## config.mk

```make
export PLATFORM = sky130hd
export DESIGN_NAME = seg_display_mux
export DESIGN_NICKNAME = d
export VERILOG_FILES = /design/src/rtl/seg_pkg.sv /design/src/rtl/seg_hex_decode.sv /design/src/rtl/seg_display_mux.sv
export SDC_FILE = /design/constraint.sdc
export NUM_CORES = 1
export LEC_CHECK = 0
export ABC_CLOCK_PERIOD_IN_PS = 2800
export CORE_ASPECT_RATIO = 0.8
export CORE_UTILIZATION = 55
export CTS_CLUSTER_DIAMETER = 150
export DETAILED_ROUTE_END_ITERATION = 10
export PLACE_DENSITY = 0.79
export SYNTH_ARGS = -nofsm -noshare
export SYNTH_HDL_FRONTEND = slang
export SYNTH_SLANG_ARGS = --single-unit
export TNS_END_PERCENT = 50
```

## constraint.sdc

```tcl
create_clock -name clk -period 2.8 [get_ports clk]
set_clock_uncertainty 0.15 [all_clocks]
set_input_delay 0.56 -clock clk [delete_from_list [all_inputs] [get_ports clk]]
set_output_delay 0.56 -clock clk [all_outputs]
set_load 0.01 [all_outputs]
```

## src/rtl/seg_pkg.sv

```systemverilog
// Shared constants for the seven-segment display controller: font table,
// blank pattern and sizing helpers.
package seg_pkg;

  localparam int SUB_PHASES = 16;

  localparam logic [7:0] SEG_BLANK = 8'hFF;

  // Active-low {dp,g,f,e,d,c,b,a}; dp bit left high (off) in every entry.
  localparam logic [7:0] SEG_FONT [16] = '{
    8'hC0, 8'hF9, 8'hA4, 8'hB0, 8'h99, 8'h92, 8'h82, 8'hF8,
    8'h80, 8'h90, 8'h88, 8'h83, 8'hC6, 8'hA1, 8'h86, 8'h8E
  };

  function automatic int scan_width(input int digits);
    return $clog2(digits);
  endfunction

endpackage

```

## src/rtl/seg_hex_decode.sv

```systemverilog
// Combinational hex nibble + decimal point to active-low cathode pattern.
module seg_hex_decode (
  input  logic [3:0] nibble,
  input  logic       dp,
  output logic [7:0] cathode
);
  import seg_pkg::*;

  logic [7:0] font;

  always_comb begin
    font    = SEG_FONT[nibble];
    cathode = {font[7] & ~dp, font[6:0]};
  end

endmodule

```

## src/rtl/seg_display_mux.sv

```systemverilog
// Time-multiplexed common-anode seven-segment controller with frame-atomic
// loads, decimal points, leading-zero blanking and 16-level PWM brightness.
module seg_display_mux #(
  parameter int DIGITS     = 4,
  parameter int SUB_CYCLES = 6250
) (
  input  logic                  clk,
  input  logic                  rst,
  input  logic                  load,
  input  logic [4*DIGITS-1:0]   value,
  input  logic [DIGITS-1:0]     dp_in,
  input  logic                  blank_lz,
  input  logic [3:0]            bright,
  output logic [DIGITS-1:0]     anode,
  output logic [7:0]            cathode,
  output logic                  frame_done
);
  import seg_pkg::*;

  localparam int SCAN_W = scan_width(DIGITS);
  localparam int SUB_W  = (SUB_CYCLES > 1) ? $clog2(SUB_CYCLES) : 1;
  localparam logic [SUB_W-1:0]  SUB_LAST   = SUB_W'(SUB_CYCLES - 1);
  localparam logic [3:0]        PHASE_LAST = 4'(SUB_PHASES - 1);
  localparam logic [SCAN_W-1:0] SCAN_LAST  = SCAN_W'(DIGITS - 1);

  logic [SUB_W-1:0]    sub_cnt;
  logic [3:0]          phase;
  logic [SCAN_W-1:0]   scan;
  logic [3:0]          bright_q;

  logic [4*DIGITS-1:0] pending_val;
  logic [DIGITS-1:0]   pending_dp;
  logic                pend_flag;
  logic [4*DIGITS-1:0] shadow_val;
  logic [DIGITS-1:0]   shadow_dp;

  logic                sub_wrap;
  logic                phase_wrap;
  logic                frame_end;
  logic [DIGITS-1:0]   blank_vec;
  logic [3:0]          cur_nib;
  logic                cur_dp;
  logic                show;
  logic [7:0]          dec_cath;

  assign sub_wrap   = (sub_cnt == SUB_LAST);
  assign phase_wrap = sub_wrap && (phase == PHASE_LAST);
  assign frame_end  = phase_wrap && (scan == SCAN_LAST);

  always_ff @(posedge clk) begin
    if (rst) begin
      sub_cnt  <= '0;
      phase    <= '0;
      scan     <= '0;
      bright_q <= '0;
    end else begin
      sub_cnt <= sub_wrap ? '0 : sub_cnt + 1'b1;
      if (sub_wrap)
        phase <= phase + 1'b1;
      if (phase_wrap)
        scan <= frame_end ? '0 : scan + 1'b1;
      if (phase == '0 && sub_cnt == '0)
        bright_q <= bright;
    end
  end

  // A load landing on the boundary cycle replaces pending and keeps the
  // flag set, so the previously pending data is dropped rather than shown.
  always_ff @(posedge clk) begin
    if (rst) begin
      pending_val <= '0;
      pending_dp  <= '0;
      pend_flag   <= 1'b0;
      shadow_val  <= '0;
      shadow_dp   <= '0;
    end else begin
      if (load) begin
        pending_val <= value;
        pending_dp  <= dp_in;
        pend_flag   <= 1'b1;
      end else if (frame_end && pend_flag) begin
        shadow_val <= pending_val;
        shadow_dp  <= pending_dp;
        pend_flag  <= 1'b0;
      end
    end
  end

  // Walk from the most significant digit down, tracking "everything at or
  // above k is zero with no dp"; digit 0 is never blanked.
  always_comb begin
    logic z;
    int unsigned k;
    z         = 1'b1;
    k         = 0;
    blank_vec = '0;
    for (int unsigned i = DIGITS; i > 0; i--) begin
      k = i - 1;
      z = z & (shadow_val[k*4 +: 4] == 4'h0) & ~shadow_dp[k];
      if (k != 0)
        blank_vec[k] = blank_lz & z;
    end
  end

  assign cur_nib = shadow_val[scan*4 +: 4];
  assign cur_dp  = shadow_dp[scan];
  assign show    = (phase <= bright_q) && !blank_vec[scan];

  seg_hex_decode u_dec (
    .nibble  (cur_nib),
    .dp      (cur_dp),
    .cathode (dec_cath)
  );

  always_ff @(posedge clk) begin
    if (rst) begin
      anode      <= '1;
      cathode    <= SEG_BLANK;
      frame_done <= 1'b0;
    end else begin
      frame_done <= frame_end;
      if (show) begin
        anode   <= ~(DIGITS'(1) << scan);
        cathode <= dec_cath;
      end else begin
        anode   <= '1;
        cathode <= SEG_BLANK;
      end
    end
  end

endmodule
```

Yosys cells after proc, flatten, opt, wreduce, memory -nomap -nowiden. Memory sizes are Yosys's and may differ from the RTL's. Cells that the tools add are included.

ROM bits: 128. Memories: 1. Register bits: 77.

Mux-type cells: 9. Bitwise gates (word level): 17. Add/subtract/negate cells: 3. Eq/ne operators: 3. Reductions and logical operators: 15. Order comparisons: 3. Shifts and indexed selects: 2.

Memories: (no name shown) (words 16, bits a word 8, read ports 1, clocked after Yosys merged registers in 0, write ports 0, line seg_hex_decode.sv:12) `font = SEG_FONT[nibble];`.

Operator list (count): $logic_not A4 Y1 (4); $mux W8 (2); $shiftx A16 B5 Y4 (1); $add A13 B1 Y13 const B (1); $eq A13 B13 Y1 const B (1); $logic_not A13 Y1 (1); $and A1 B1 Y1 (9); $not A1 Y1 (6); $ge A5 B5 Y1 const B (1); $logic_and A1 B1 Y1 (5); $not A4 Y5 (1); $add A4 B1 Y4 const B (1); $bmux W1 S2 (2); $eq A4 B4 Y1 const B (1); $le A4 B4 Y1 (1); $mux W1 (4); $not A4 Y4 (1); $reduce_or A2 Y1 (2); $shl A1 B2 Y4 const A (1); $lt A2 B3 Y1 const B (1); $add A2 B1 Y2 const B (1); $eq A2 B2 Y1 const B (1); $mux W2 (1); $reduce_and A2 Y1 (1); 2 further kinds (2).

Depth between registers and ports, before layout. Gate-level depths: netlist of run 1.

Word-level depth: 13. Mapped depth: 8.

Hierarchy. A second synthesis of run 1 with hierarchy kept.

Cells, all modules: 393. Area, all modules: 3629.7 µm².

Modules (own cells, without submodules): seg_display_mux (cells an instance 359, instances 1, seq. area each 1541.5 µm², area an instance 3348.2 µm²); seg_hex_decode (cells an instance 34, instances 1, seq. area each 0.0 µm², area an instance 281.5 µm²).

Worst setup path before layout of run 1. No wires, ideal clock.

Path kind: reg-to-reg. Start point: register scan[0]. End point: register cathode[3]. Stages on the path, launching flop included: 8. Arrival: 1984 ps. Setup slack: 549 ps. Data required time: 2533 ps. Library setup time: 117 ps. Buffers on the path: 1. Cells stage by stage: dfxtp_1 > buf_2 > mux4_2 > inv_1 > ha_1 > inv_1 > mux4_2 > nand2b_1.

Cells in the longest elaborated chain, start to end: 6. Elaborated cells on any way between the ends: 11. Those cells by class: 1 x shift; 4 x mux; 2 x bitwise; 3 x reduce/logical; 1 x memory.

RTL lines: start, declared (line seg_display_mux.sv:28) `logic [SCAN_W-1:0] scan;`; start signal, assigned (line seg_display_mux.sv:61) `scan <= frame_end ? '0 : scan + 1'b1;`; branches (longest 6 deep; another with $mem_v2 Z16 W8); end signal, assigned (line seg_display_mux.sv:124) `cathode <= dec_cath;`; end, declared (line seg_display_mux.sv:15) `output logic [7:0] cathode,`.

Parallel ways; which one is timed is not known. The select of a mux whose other input is x is not followed. A chain may end at the register's enable or synchronous reset.

Worst setup path in the final report of run 1.
Start point: register sub_cnt[2]. End point: register shadow_dp[0].

Cells in the longest elaborated chain, start to end: 5.

RTL lines: start, declared (line seg_display_mux.sv:26) `logic [SUB_W-1:0] sub_cnt;`; start signal, assigned (line seg_display_mux.sv:57) `sub_cnt <= sub_wrap ? '0 : sub_cnt + 1'b1;`; $eq A13 B13 Y1 (line seg_display_mux.sv:46) `assign sub_wrap = (sub_cnt == SUB_LAST);`; $logic_and A1 B1 Y1 (line seg_display_mux.sv:47) `assign phase_wrap = sub_wrap && (phase == PHASE_LAST);`; $logic_and A1 B1 Y1 (line seg_display_mux.sv:48) `assign frame_end = phase_wrap && (scan == SCAN_LAST);`; $logic_and A1 B1 Y1 (line seg_display_mux.sv:81) `end else if (frame_end && pend_flag) begin`; $reduce_and A2 Y1 (no line); end signal, assigned (line seg_display_mux.sv:83) `shadow_dp <= pending_dp;`; end, declared (line seg_display_mux.sv:35) `logic [DIGITS-1:0] shadow_dp;`.

No other way between the ends.

==> reports/results.ini, run 1 <==
[route]
first_pass_iters = 4
via_per_inst = 5.27
drt_iter0_markers = 110
ant_nets = 0
drc = 0
wl_microns = 6360
vias = 2549
wl_per_cell_microns = 13.1

[synth]
synth_edf_count = 0
yosysWarningCount = 0
syn_nets = 405
ys_top_cells_by_area = dfxtp_1, mux2i_1, ha_1
synth_top_flop_cell = dfxtp_1
ys_async_sr_fraction_pct = 0
synth_seq_cells = 77
synth_area_leader_cell = dfxtp_1
postSynthAreaPerCell_sq_um = 9.54
syn_inst = 358
ys_seq_area_share_pct = 45.1
synth_cell_type_count = 40
netlist_area_sq_um = 3420
yosys.area.top_type_share_pct = 45.1

[cells_and_area]
fin_nets = 445
drive_above_1_share_pct = 14.6
final_common_cell = dfxtp_1
insertedDiodeCount = 0
nFillCells = 484
design_area_sq_um = 4090
multi_input_area_sq_um = 1730
mostFrequentLayoutCells = dfxtp_1, nand2_1, nor2_1, clkdlybuf4s50_1, mux2i_1
regArea_sq_um = 1540
area_growth_syn_to_layout_pct = 19.6
utilization_pct = 68.8

[critical_path]
cp-start-kind = register
endpoint_kind = register
reg2reg_from = sub_cnt[2]
cp-startpoint = sub_cnt[2]
r2r_end = shadow_dp[0]
cp_data_required_time_ns = 2.94
reg2reg_setup_slack_ns = 0.51
critPathMaxFanout = 20
worstPathArrival_ns = 2.43
critPathKind = reg2reg
rr_worst_depth = 5

[clock_tree]
cts_tree = built
path_clk_slew_ns = 0.08
clock_latency_ns = 0.35
cts-root-buf = clkbuf_8
cts_setup_buffers = 0
numCtsBuffers = 9
cts-resized-gates = 0
cts_sinks = 77
hold_buffers = 0
ctsLongestPathBuffers = 2
htreeDepth = 3

[sta]
max_freq_ghz = 0.437
tightest_slew_ns = 0.479
final.period_utilization_pct = 81.8
rsz0062_at_grt = no
fin_crit_ns = 2.29
tns_ns = 0
slew_headroom_pct = 68.0
setup-violations-final = 0
final_max_slew_viol_count = 0
hold_violations = 0

[floorplanning]
die_area_sq_um = 6530
core-area_sq_um = 5940
die-height_microns = 72.5
floorplan.initialDensity_pct = 57.5
rows = 25
die_w_microns = 90.1
ios = 41

[power_and_ir_drop]
switching_power_mw = 0.515
switching_share_pct = 23.4
p_leak_nw = 1.54
pwr-share-clk_pct = 38.1
total_power_mw = 2.20
combPwrFrac_pct = 9.2
p_per_area_nw_per_um2 = 539
seqPwrFrac_pct = 52.6
p_int_mw = 1.69
vdd_drop_max_mv = 0.385

[run]
maxCapViolCount = 0

[worst_hold_path]
min_from = shadow_val[2]
hold_path_end = shadow_val[2]
hold_class = reg2reg
hold_depth = 2

[placed_design]
gp_congestion = 0.868
placed_area_sq_um = 3880
hpwl_microns = 4660
io_buffer_count = 40

[global_route]
grt_max_degree = 29
grt_pass1_wl_microns = 11100
grt_pass1_vias = 2394
grt_use_total_pct = 21.6
antenna_found_initial = 0
grt.overflow.total = 0

[outcome]
status = finished, final reports clean

-- worst max path at each step --
stage / end / slack (ns) / depth (start not counted)
global placement: cathode[6] / 0.20 / 4
finish: shadow_dp[0] / 0.51 / 5
floorplan: cathode[3] / 0.55 / 7
CTS: shadow_dp[0] / 0.50 / 5
detailed placement: cathode[6] / 0.18 / 4
global route: shadow_dp[0] / 0.37 / 5
-- Yosys cell counts (5+ instances only) --
cell,number
dfxtp_1,77
nand2_1,56
nor2_1,48
mux2i_1,28
a21oi_2,20
ha_1,19
inv_1,15
clkbuf_1,13
nand3_1,10
xnor2_1,8
a21oi_1,7
nand4_1,7
mux4_2,6
xor2_1,6
nor3_1,5
-- critical path, cell delays in order, from the launching register on --
cell     delay, ns
dfxtp_1       0.37
or4_4         0.57
nor4_4        0.42
and4_4        0.46
nand2_1       0.12
a21oi_2       0.14
-- registers in the layout (all words and copies together) (netlist names) --
signal       count
anode            4
bright_q         4
cathode          8
frame_done       1
pend_flag        1
pending_dp       4
pending_val     16
phase            4
scan             2
shadow_dp        4
shadow_val      16
sub_cnt         13
-- through the flow --
stage | setup slack, ns | hold slack, ns | instances
final | 0.510 | 0.320 | 484
after global routing | 0.368 | 0.328 | 484
after CTS | 0.497 | 0.321 | 484
after floorplan | 0.549 | 0.288 | 358
after global placement | 0.205 | 0.300 | 468
after detailed placement | 0.185 | 0.308 | 468
-- cell type report --
type	instances	area share (%)
repair buffers	48	11.1
clock inverters	5	1.47
clock buffers	11	3.46
flip-flops and latches	77	37.7
multi-input cells	247	42.3
inverters	15	1.38
well taps	81	2.48
-- metal layers --
layer	global-route usage, %	up-vias	share of wire [%]
met5	0	-	0
met4	5.91	0	0.68
met3	7.23	6	5.7
met2	34.9	63	44
met1	27.8	1192	49
li1	-	1288	-
-- logic make-up after synthesis --
| kind of cell | synth area share (%) |
|---|---|
| xor+xnor | 3.59 |
| mux | 12.5 |
| buf+inv | 4.25 |
| simple gates | 19.4 |
| flops | 45.1 |
| compound gates | 8.20 |
| fa+ha+maj | 6.96 |
-- power groups by stage --
stage | registers (mW) | logic (mW) | clock network [mW]
6_report | 1.16 | 0.203 | 0.839
5_1_grt | 1.16 | 0.223 | 0.910
4_1_cts | 1.16 | 0.206 | 0.852
3_5_place_dp | 1.18 | 0.205 | 0
3_3_place_gp | 1.18 | 0.198 | 0
2_1_floorplan | 1.19 | 0.103 | 0
(Power assumes the default switching activity.)
==> run 2, diff against run 1 <==
- ABC_CLOCK_PERIOD_IN_PS: 2800 -> 1940
- CORE_UTILIZATION: 55 -> 50
- PLACE_DENSITY: 0.79 -> 0.76
- clock period: 2.8 -> 1.94 ns (I/O delays scaled with it)
==> reports/results.ini, run 2 (same netlist as run 1, synthesis figures left out) <==
[sta]
rsz0062_at_grt = yes
fin_crit_ns = 2.13  ; -0.160 ns
hold_violations = 0  ; unchanged
max_freq_ghz = 0.470  ; +7.5%
slew_headroom_pct = 69.6  ; +1.6 points
tns_ns = -4.10  ; -4.10 ns
final.period_utilization_pct = 110  ; +28 points
final_max_slew_viol_count = 0  ; unchanged
setup_ws_ns = -0.190  ; -0.700 ns
tightest_slew_ns = 0.456  ; -0.0234 ns
setup-violations-final = 38  ; +38

[placed_design]
io_buffer_count = 40  ; unchanged
hpwl_microns = 5080  ; +9.0%
placed_area_sq_um = 4160  ; +7.1%
gp_congestion = 0.822  ; -5.2%

[route]
first_pass_iters = 4  ; unchanged
drc = 0  ; unchanged
vias = 2934  ; +15%
via_per_inst = 5.50  ; +4.5%
ant_nets = 0  ; unchanged
wl_per_cell_microns = 16.5  ; +26%
drt_iter0_markers = 127  ; +15%
wl_microns = 8810  ; +39%

[cells_and_area]
final_common_cell = dfxtp_1
largestRegisters = pending_val x16, shadow_val x16, sub_cnt x13
mostFrequentLayoutCells = dfxtp_1, nor2_1, clkdlybuf4s50_1, buf_4, nand2_1
insertedDiodeCount = 0  ; unchanged
design_area_sq_um = 4730  ; +16%
nFillCells = 470  ; -2.9%
fin_nets = 491  ; +10%
area_growth_syn_to_layout_pct = 38.3
drive_above_1_share_pct = 32.3  ; +18 points

[run]
maxCapViolCount = 0  ; unchanged

[clock_tree]
cts_tree = built
path_clk_slew_ns = 0.07  ; about the same
cts_sinks = 77  ; unchanged
htreeDepth = 3  ; unchanged
clock_latency_ns = 0.36  ; about the same
numCtsBuffers = 9  ; unchanged
ctsLongestPathBuffers = 2  ; unchanged
cts-root-buf = clkbuf_8

[outcome]
status = complete, but fails checks
violations = negative setup slack

[worst_hold_path]
hold_class = reg2reg
hold_depth = 2  ; unchanged

[floorplanning]
die_w_microns = 94.4  ; +4.8%
die-height_microns = 75.9  ; +4.7%
core-area_sq_um = 6510  ; +9.5%
rows = 26  ; +4.0%
ios = 41  ; unchanged
die_area_sq_um = 7170  ; +9.7%
floorplan.initialDensity_pct = 52.5  ; -5.0 points

[critical_path]
critPathMaxFanout = 6  ; -70%
endpoint_kind = register
cp-start-kind = register
critPathKind = reg2reg
cp_data_required_time_ns = 2.07  ; -0.87 ns
worstPathArrival_ns = 2.26  ; -0.17 ns
reg2reg_setup_slack_ns = -0.19  ; -0.70 ns
rr_worst_depth = 5  ; unchanged

[power_and_ir_drop]
switching_share_pct = 23.0  ; -0.36 points
p_int_mw = 2.51  ; +49%
p_per_area_nw_per_um2 = 691  ; +28%
p_leak_nw = 1.83  ; +19%
combPwrFrac_pct = 9.8  ; +0.6 points
vdd_drop_max_mv = 0.481  ; +25%
pwr-share-clk_pct = 38.9  ; +0.8 points
seqPwrFrac_pct = 51.2  ; -1.4 points
switching_power_mw = 0.752  ; +46%

[global_route]
grt_pass1_vias = 2685  ; +12%
antenna_found_initial = 0  ; unchanged
grt_pass1_wl_microns = 13000  ; +17%
grt_use_total_pct = 23.9  ; +2.3 points
grt.overflow.total = 0  ; unchanged
grt_max_degree = 37  ; +28%

[run 2: power by group through the flow]
stage               Clock (mW)  Combinational (mW)  Sequential (mW)
finish                    1.27               0.321             1.67
global route              1.36               0.349             1.68
CTS                       1.30               0.312             1.67
detailed placement           0               0.301             1.71
global placement             0               0.293             1.70
floorplan                    0               0.155             1.72
[run 2: through the flow]
step           utilization (%)  power (mW)  hold WS (ns)  cells  setup WS (ns)
2_1_floorplan                -        1.87         0.288    358         -0.219
3_3_place_gp              64.0        2.00         0.298    504         -0.450
3_5_place_dp              64.0        2.01         0.302    504         -0.468
4_1_cts                   68.7        3.28         0.304    525         -0.223
5_1_grt                   72.7        3.38         0.318    533         -0.269
6_report                  72.7        3.26         0.305    533         -0.190
[run 2: final timing paths]
check,startpoint,endpoint
setup / recovery,shadow_val[8],cathode[5]
hold / removal,pending_val[9],shadow_val[9]
hold reg to reg,pending_val[9],shadow_val[9]
setup reg to reg,shadow_val[8],cathode[5]
[run 2: cell type report]
class / instances / area [sq um] / share of cell area [%]
Tap cell: 84 / 105 / 2.22
Inverter: 15 / 56.3 / 1.19
Timing Repair Buffer: 90 / 825 / 17.4
Multi-Input combinational cell: 251 / 1980 / 42.0
Sequential cell: 77 / 1550 / 32.7
Clock buffer: 13 / 169 / 3.57
Clock inverter: 3 / 42.5 / 0.900
[run 2: critical path: stages (launching register included)]
cell and delay [ns]:
dfxtp_2 0.32, or4_4 0.55, o41ai_4 0.33, a21oi_2 0.12, o41a_1 0.44, o211ai_1 0.14
[run 2: routing by layer]
layer,vias to the layer above,global-route usage (%),wire (microns)
met5,-,0,0
met4,0,8.77,121
met3,12,8.13,502
met2,110,36.3,4280
met1,1411,31.1,3910
li1,1401,-,-
[run 2: what timing repair did]
item	4_1_cts	5_1_grt
gates resized for setup	15	58
setup endpoints to repair	52	55
hold buffers	0	0
setup buffers	1	5
pin swaps	20	25
cloned	4	3
==> run 3, diff against run 2 <==
- GPL_TIMING_DRIVEN: unset -> 0
- SETUP_SLACK_MARGIN: unset -> 0.02
- SKIP_LAST_GASP: unset -> 1
==> reports/results.ini, run 3 (same netlist as run 1, synthesis figures left out) <==
[outcome]
status = complete, but fails checks
violations = negative setup slack

[placed_design]
io_buffer_count = 38  ; -5.0%
hpwl_microns = 4960  ; -2.4%
gp_congestion = 0.857  ; +4.2%
placed_area_sq_um = 3950  ; -5.1%
placed_cells = 480  ; -4.8%

[route]
ant_nets = 0  ; unchanged
wl_microns = 7600  ; -14%
drc = 0  ; unchanged
first_pass_iters = 4  ; unchanged
drt_iter0_markers = 79  ; -38%
wl_per_cell_microns = 14.6  ; -12%
vias = 2720  ; -7.3%
via_per_inst = 5.21  ; -5.3%

[worst_hold_path]
hold_class = in2reg

[cells_and_area]
insertedDiodeCount = 0  ; unchanged
area_growth_syn_to_layout_pct = 35.4
multi_input_area_sq_um = 1930  ; -2.6%
final_common_cell = dfxtp_1
largestRegisters = pending_val x16, shadow_val x16, sub_cnt x13
drive_above_1_share_pct = 31.7  ; -0.56 points
nFillCells = 499  ; +6.2%
mostFrequentLayoutCells = dfxtp_1, nor2_1, clkdlybuf4s50_1, nand2_2, mux2i_1
fin_nets = 481  ; -2.0%
regArea_sq_um = 1550  ; about the same
design_area_sq_um = 4630  ; -2.1%
fin_cells = 522  ; -2.1%

[critical_path]
critPathSlowestCell = mux4_2
path_common_cell = mux4_2
critPathMaxFanout = 5  ; -1
crit_chain = buf_6 > mux4_2 > inv_2 > ha_1 > inv_1 > mux4_2 > nand2b_1
cp_data_required_time_ns = 2.03  ; -0.04 ns
cp-start-kind = register
endpoint_kind = register
cpPeakStageDelay_ns = 0.63  ; +0.08 ns
critPathKind = reg2reg
worstPathArrival_ns = 2.30  ; +0.04 ns

[global_route]
grt_pass1_wl_microns = 12000  ; -7.5%
grt.overflow.total = 0  ; unchanged
grt_pass1_vias = 2545  ; -5.2%
antenna_found_initial = 0  ; unchanged
grt_use_total_pct = 21.9  ; -2.0 points
grt_max_degree = 13  ; -65%

[clock_tree]
htreeDepth = 3  ; unchanged
clock_latency_ns = 0.36  ; about the same
cts-root-buf = clkbuf_8
cts_sinks = 77  ; unchanged
cts_tree = built
numCtsBuffers = 9  ; unchanged
path_clk_slew_ns = 0.08  ; about the same
ctsLongestPathBuffers = 2  ; unchanged

[floorplanning]
rows = 26  ; unchanged
floorplan.initialDensity_pct = 52.5  ; unchanged
ios = 41  ; unchanged
die_area_sq_um = 7170  ; unchanged
die-height_microns = 75.9  ; unchanged
core-area_sq_um = 6510  ; unchanged
die_w_microns = 94.4  ; unchanged

[power_and_ir_drop]
p_per_area_nw_per_um2 = 735  ; +6.4%
p_leak_nw = 1.79  ; -1.9%
vdd_drop_max_mv = 0.514  ; +6.8%

[sta]
hold_violations = 0  ; unchanged
setup-violations-final = 38  ; unchanged
fin_crit_ns = 2.21  ; +0.0756 ns
tightest_slew_ns = 0.708  ; +0.252 ns
setup_ws_ns = -0.265  ; -0.0756 ns
max_freq_ghz = 0.453  ; -3.4%
rsz0062_at_grt = yes
final.period_utilization_pct = 114  ; +3.9 points
final_max_slew_viol_count = 0  ; unchanged
slew_headroom_pct = 52.8  ; -17 points

[run]
maxCapViolCount = 0  ; unchanged

==> run 3: cell count changes in the layout (fill, tap and decap cells not counted), moves of 3 or more <==
cell      previous run  this run
a21oi_1              3         6
and4_4               4         1
buf_4               35        20
clkbuf_1             1         9
nand2_1             32        17
nand2_2             13        31
nand2_4             11         8
==> run 3: power by group <==
part	internal, mW	switching [mW]
Combinational	0.172	0.140
Clock	0.843	0.566
Sequential	1.64	0.0340
Total	2.66	0.740
==> run 3: layer usage <==
layer  wire [microns]  global-route usage (%)  up-vias
li1                 -                       -     1358
met1             3510                    28.7     1279
met2             3580                    33.8       69
met3              371                    6.02       14
met4              138                    8.77        0
met5                0                       0        -
==> run 3: path summary, 6_finish.rpt <==
kind              startpoint               to  slack [ns]  cells after the start
max                  scan[0]       cathode[3]       -0.27                      7
min                     load  pending_val[14]        0.25                      3
max reg2reg          scan[0]       cathode[3]       -0.27                      7
min reg2reg  pending_val[12]   shadow_val[12]        0.31                      2
==> run 3: critical path: cells and delay by family, from the launching register on <==
kind	cells	cell delay, ns
adder cells (fa/ha/maj)	1	0.12
flip-flops	1	0.34
AND/OR/NAND/NOR	1	0.15
multiplexers	2	1.06
buffers and inverters	3	0.26
==> run 3: area by class of cell <==
| class | count | share of cell area, % |
|---|---|---|
| plain buffers | 19 | 3.14 |
| clock buffers | 10 | 2.76 |
| clock inverters | 5 | 2.16 |
| inverters | 15 | 1.22 |
| multi-input cells | 247 | 41.7 |
| flip-flops and latches | 77 | 33.5 |
| well taps | 84 | 2.27 |
| repair buffers | 65 | 13.3 |
==> run 3: repair_timing <==
item,in CTS,in global routing
pin swaps,38,13
cloned,3,2
hold endpoints to repair,0,0
hold buffers,0,0
setup buffers,14,8
resized for setup,37,50
endpoints found under the setup margin,57,54
==> run 3: metrics by stage <==
stage	setup TNS, ns	utilization, %	power (mW)	worst slack [ns]	hold WS (ns)
2_1_floorplan	-6.28	-	1.87	-0.219	0.288
3_3_place_gp	-19.41	60.7	2.00	-0.465	0.303
3_5_place_dp	-20.13	60.7	2.01	-0.486	0.310
4_1_cts	-5.85	67.7	3.42	-0.234	0.251
5_1_grt	-7.10	71.1	3.54	-0.355	0.287
6_report	-4.49	71.1	3.40	-0.265	0.253
==> edit: new RTL, config.mk and constraints of run 1 <==
`SUB_CYCLES`: 6250 -> 1562.
--- a/src/rtl/seg_display_mux.sv
+++ b/src/rtl/seg_display_mux.sv
@@ -2,7 +2,7 @@
 // loads, decimal points, leading-zero blanking and 16-level PWM brightness.
 module seg_display_mux #(
   parameter int DIGITS     = 4,
-  parameter int SUB_CYCLES = 6250
+  parameter int SUB_CYCLES = 1562
 ) (
   input  logic                  clk,
   input  logic                  rst,
Function: same outputs for any inputs over 10 cycles, from zero or initial values and one cycle with rst high; that may be too few to reach the edited logic, so the function may still have changed.
==> edit against run 1 <==
Hold slack barely moved. Area after synthesis down 1.6%. Worst setup slack lost 210 ps. Critical path type unchanged. Wire length is 0.33% lower. Sequential cell count decreased by 2. Total power is essentially flat. Design area shrank 2.7%.
==> edit: results (changes against run 1) <==
metric	value	unit	change
fraction of registers with async set/reset	0	%	unchanged
post-synthesis register bit count	75		was 77
non-clk buf share	10.88	%	was 11.15%
wire length of the first global-routing pass	10810	µm	was 11120 µm
nonclk buf count	45		was 48
NumNets Final	428		was 445
flop2flop setup slack	300	ps	was 510 ps
top post-synthesis cells by area	dfxtp_1 (45%), mux2i_1 (8.3%), ha_1 (7.1%)		was dfxtp_1 (45%), mux2i_1 (8.2%), ha_1 (7.0%)
Peak VDD IR	339.6	µV	was 384.7 µV
status	finished, final reports clean		unchanged
crit-path max FO	11		was 20
clkbuf count	10		was 11
met2 WL	2876	µm	was 2811 µm
dpl ws	212.4	ps	was 184.9 ps
Worst Path Arrival	2570	ps	was 2430 ps
GRT Util Overall	22.29	%	was 21.55%
hold path cells	2		unchanged
vias in the first global route	2335		was 2394
Pwr Total	2.202	mW	was 2.201 mW
Multi-input gate area	1687	µm²	was 1730 µm²
met3 wire len	401	µm	was 363 µm
biggest regs	pending_val x16, shadow_val x16, sub_cnt x11		was pending_val x16, shadow_val x16, sub_cnt x13
total CTS buffers	9		unchanged
Seq area share	37.75	%	was 37.72%
via count	2473		was 2549
max incr delay on CP	650	ps	was 570 ps
syn_nets	392		was 405
layout cells sized above 1	14.55	%	was 14.64%
post-synth cell types	45		was 40
leakage power	1.507	nW	was 1.535 nW
Setup crit end	cathode[3]		was shadow_dp[0]
DR top layer	met4		unchanged
wire per inst	13.60	µm	was 13.14 µm
worst setup path startpoint	scan[0]		was sub_cnt[2]
FILL cells	460		was 484
Worst-Margin Slew	629.8	ps	was 479.4 ps
Non-clk invs	13		was 15
GR Util met1	29.90	%	was 27.79%
sequential area share after synthesis	44.66	%	was 45.11%
largest net degree at the start of global routing	53		was 29
Layout clock area frac	5.190	%	was 4.930%
GR Util met2	34.10	%	was 34.94%
DP HPWL	4460	µm	was 4658 µm
DRT iter0 DRCs	106		was 110
Clk. pwr	0.875	mW	was 0.839 mW
Net Switching	0.4876	mW	was 0.5148 mW
slowest stage cell, crit path	mux4_2		was or4_4
Multi-In Gates	237		was 247
top cells by count, synth	dfxtp_1 (75), nand2_1 (55), nor2_1 (41)		was dfxtp_1 (77), nand2_1 (56), nor2_1 (48)
Hold Crit Endpoint	shadow_val[1]		was shadow_val[2]
worst reg2reg path depth	6		was 5
met3 capacity usage during global routing	6.257	%	was 7.233%
critical path's top delay family	multiplexers		was simple AND/OR/NAND/NOR gates
GP Congestion	0.7862		was 0.8675
TritonRoute pass-1 iters	4		unchanged
metal1 wirelength	2981	µm	was 3141 µm
worst hold margin	319.5	ps	was 319.9 ps
Hold Crit Start	shadow_val[1]		was shadow_val[2]
-- edit: cell count changes in the layout (fill, tap and decap cells not counted), moves of 3 or more --
cell,change
nor2_1,-7
xnor2_1,-6
clkinvlp_4,-4
buf_4,-3
nor3_1,-3
-- edit: cell families after synthesis --
| family | count (synthesis) | synth area share (%) |
|---|---|---|
| AND/OR/NAND/NOR | 134 | 18.87 |
| adder cells (fa/ha/maj) | 19 | 7.071 |
| AO/OA/AOI/OAI | 39 | 8.932 |
| XOR/XNOR | 10 | 2.605 |
| buffers and inverters | 33 | 5.173 |
| multiplexers | 35 | 12.69 |
| flip-flops | 75 | 44.66 |
-- edit: per-stage QoR --
step                      instances  cell area (µm²)
after detailed placement        451             3771
after global routing            466             3978
after global placement          451             3771
after CTS                       466             3978
final                           466             3978
after floorplan                 345             3362
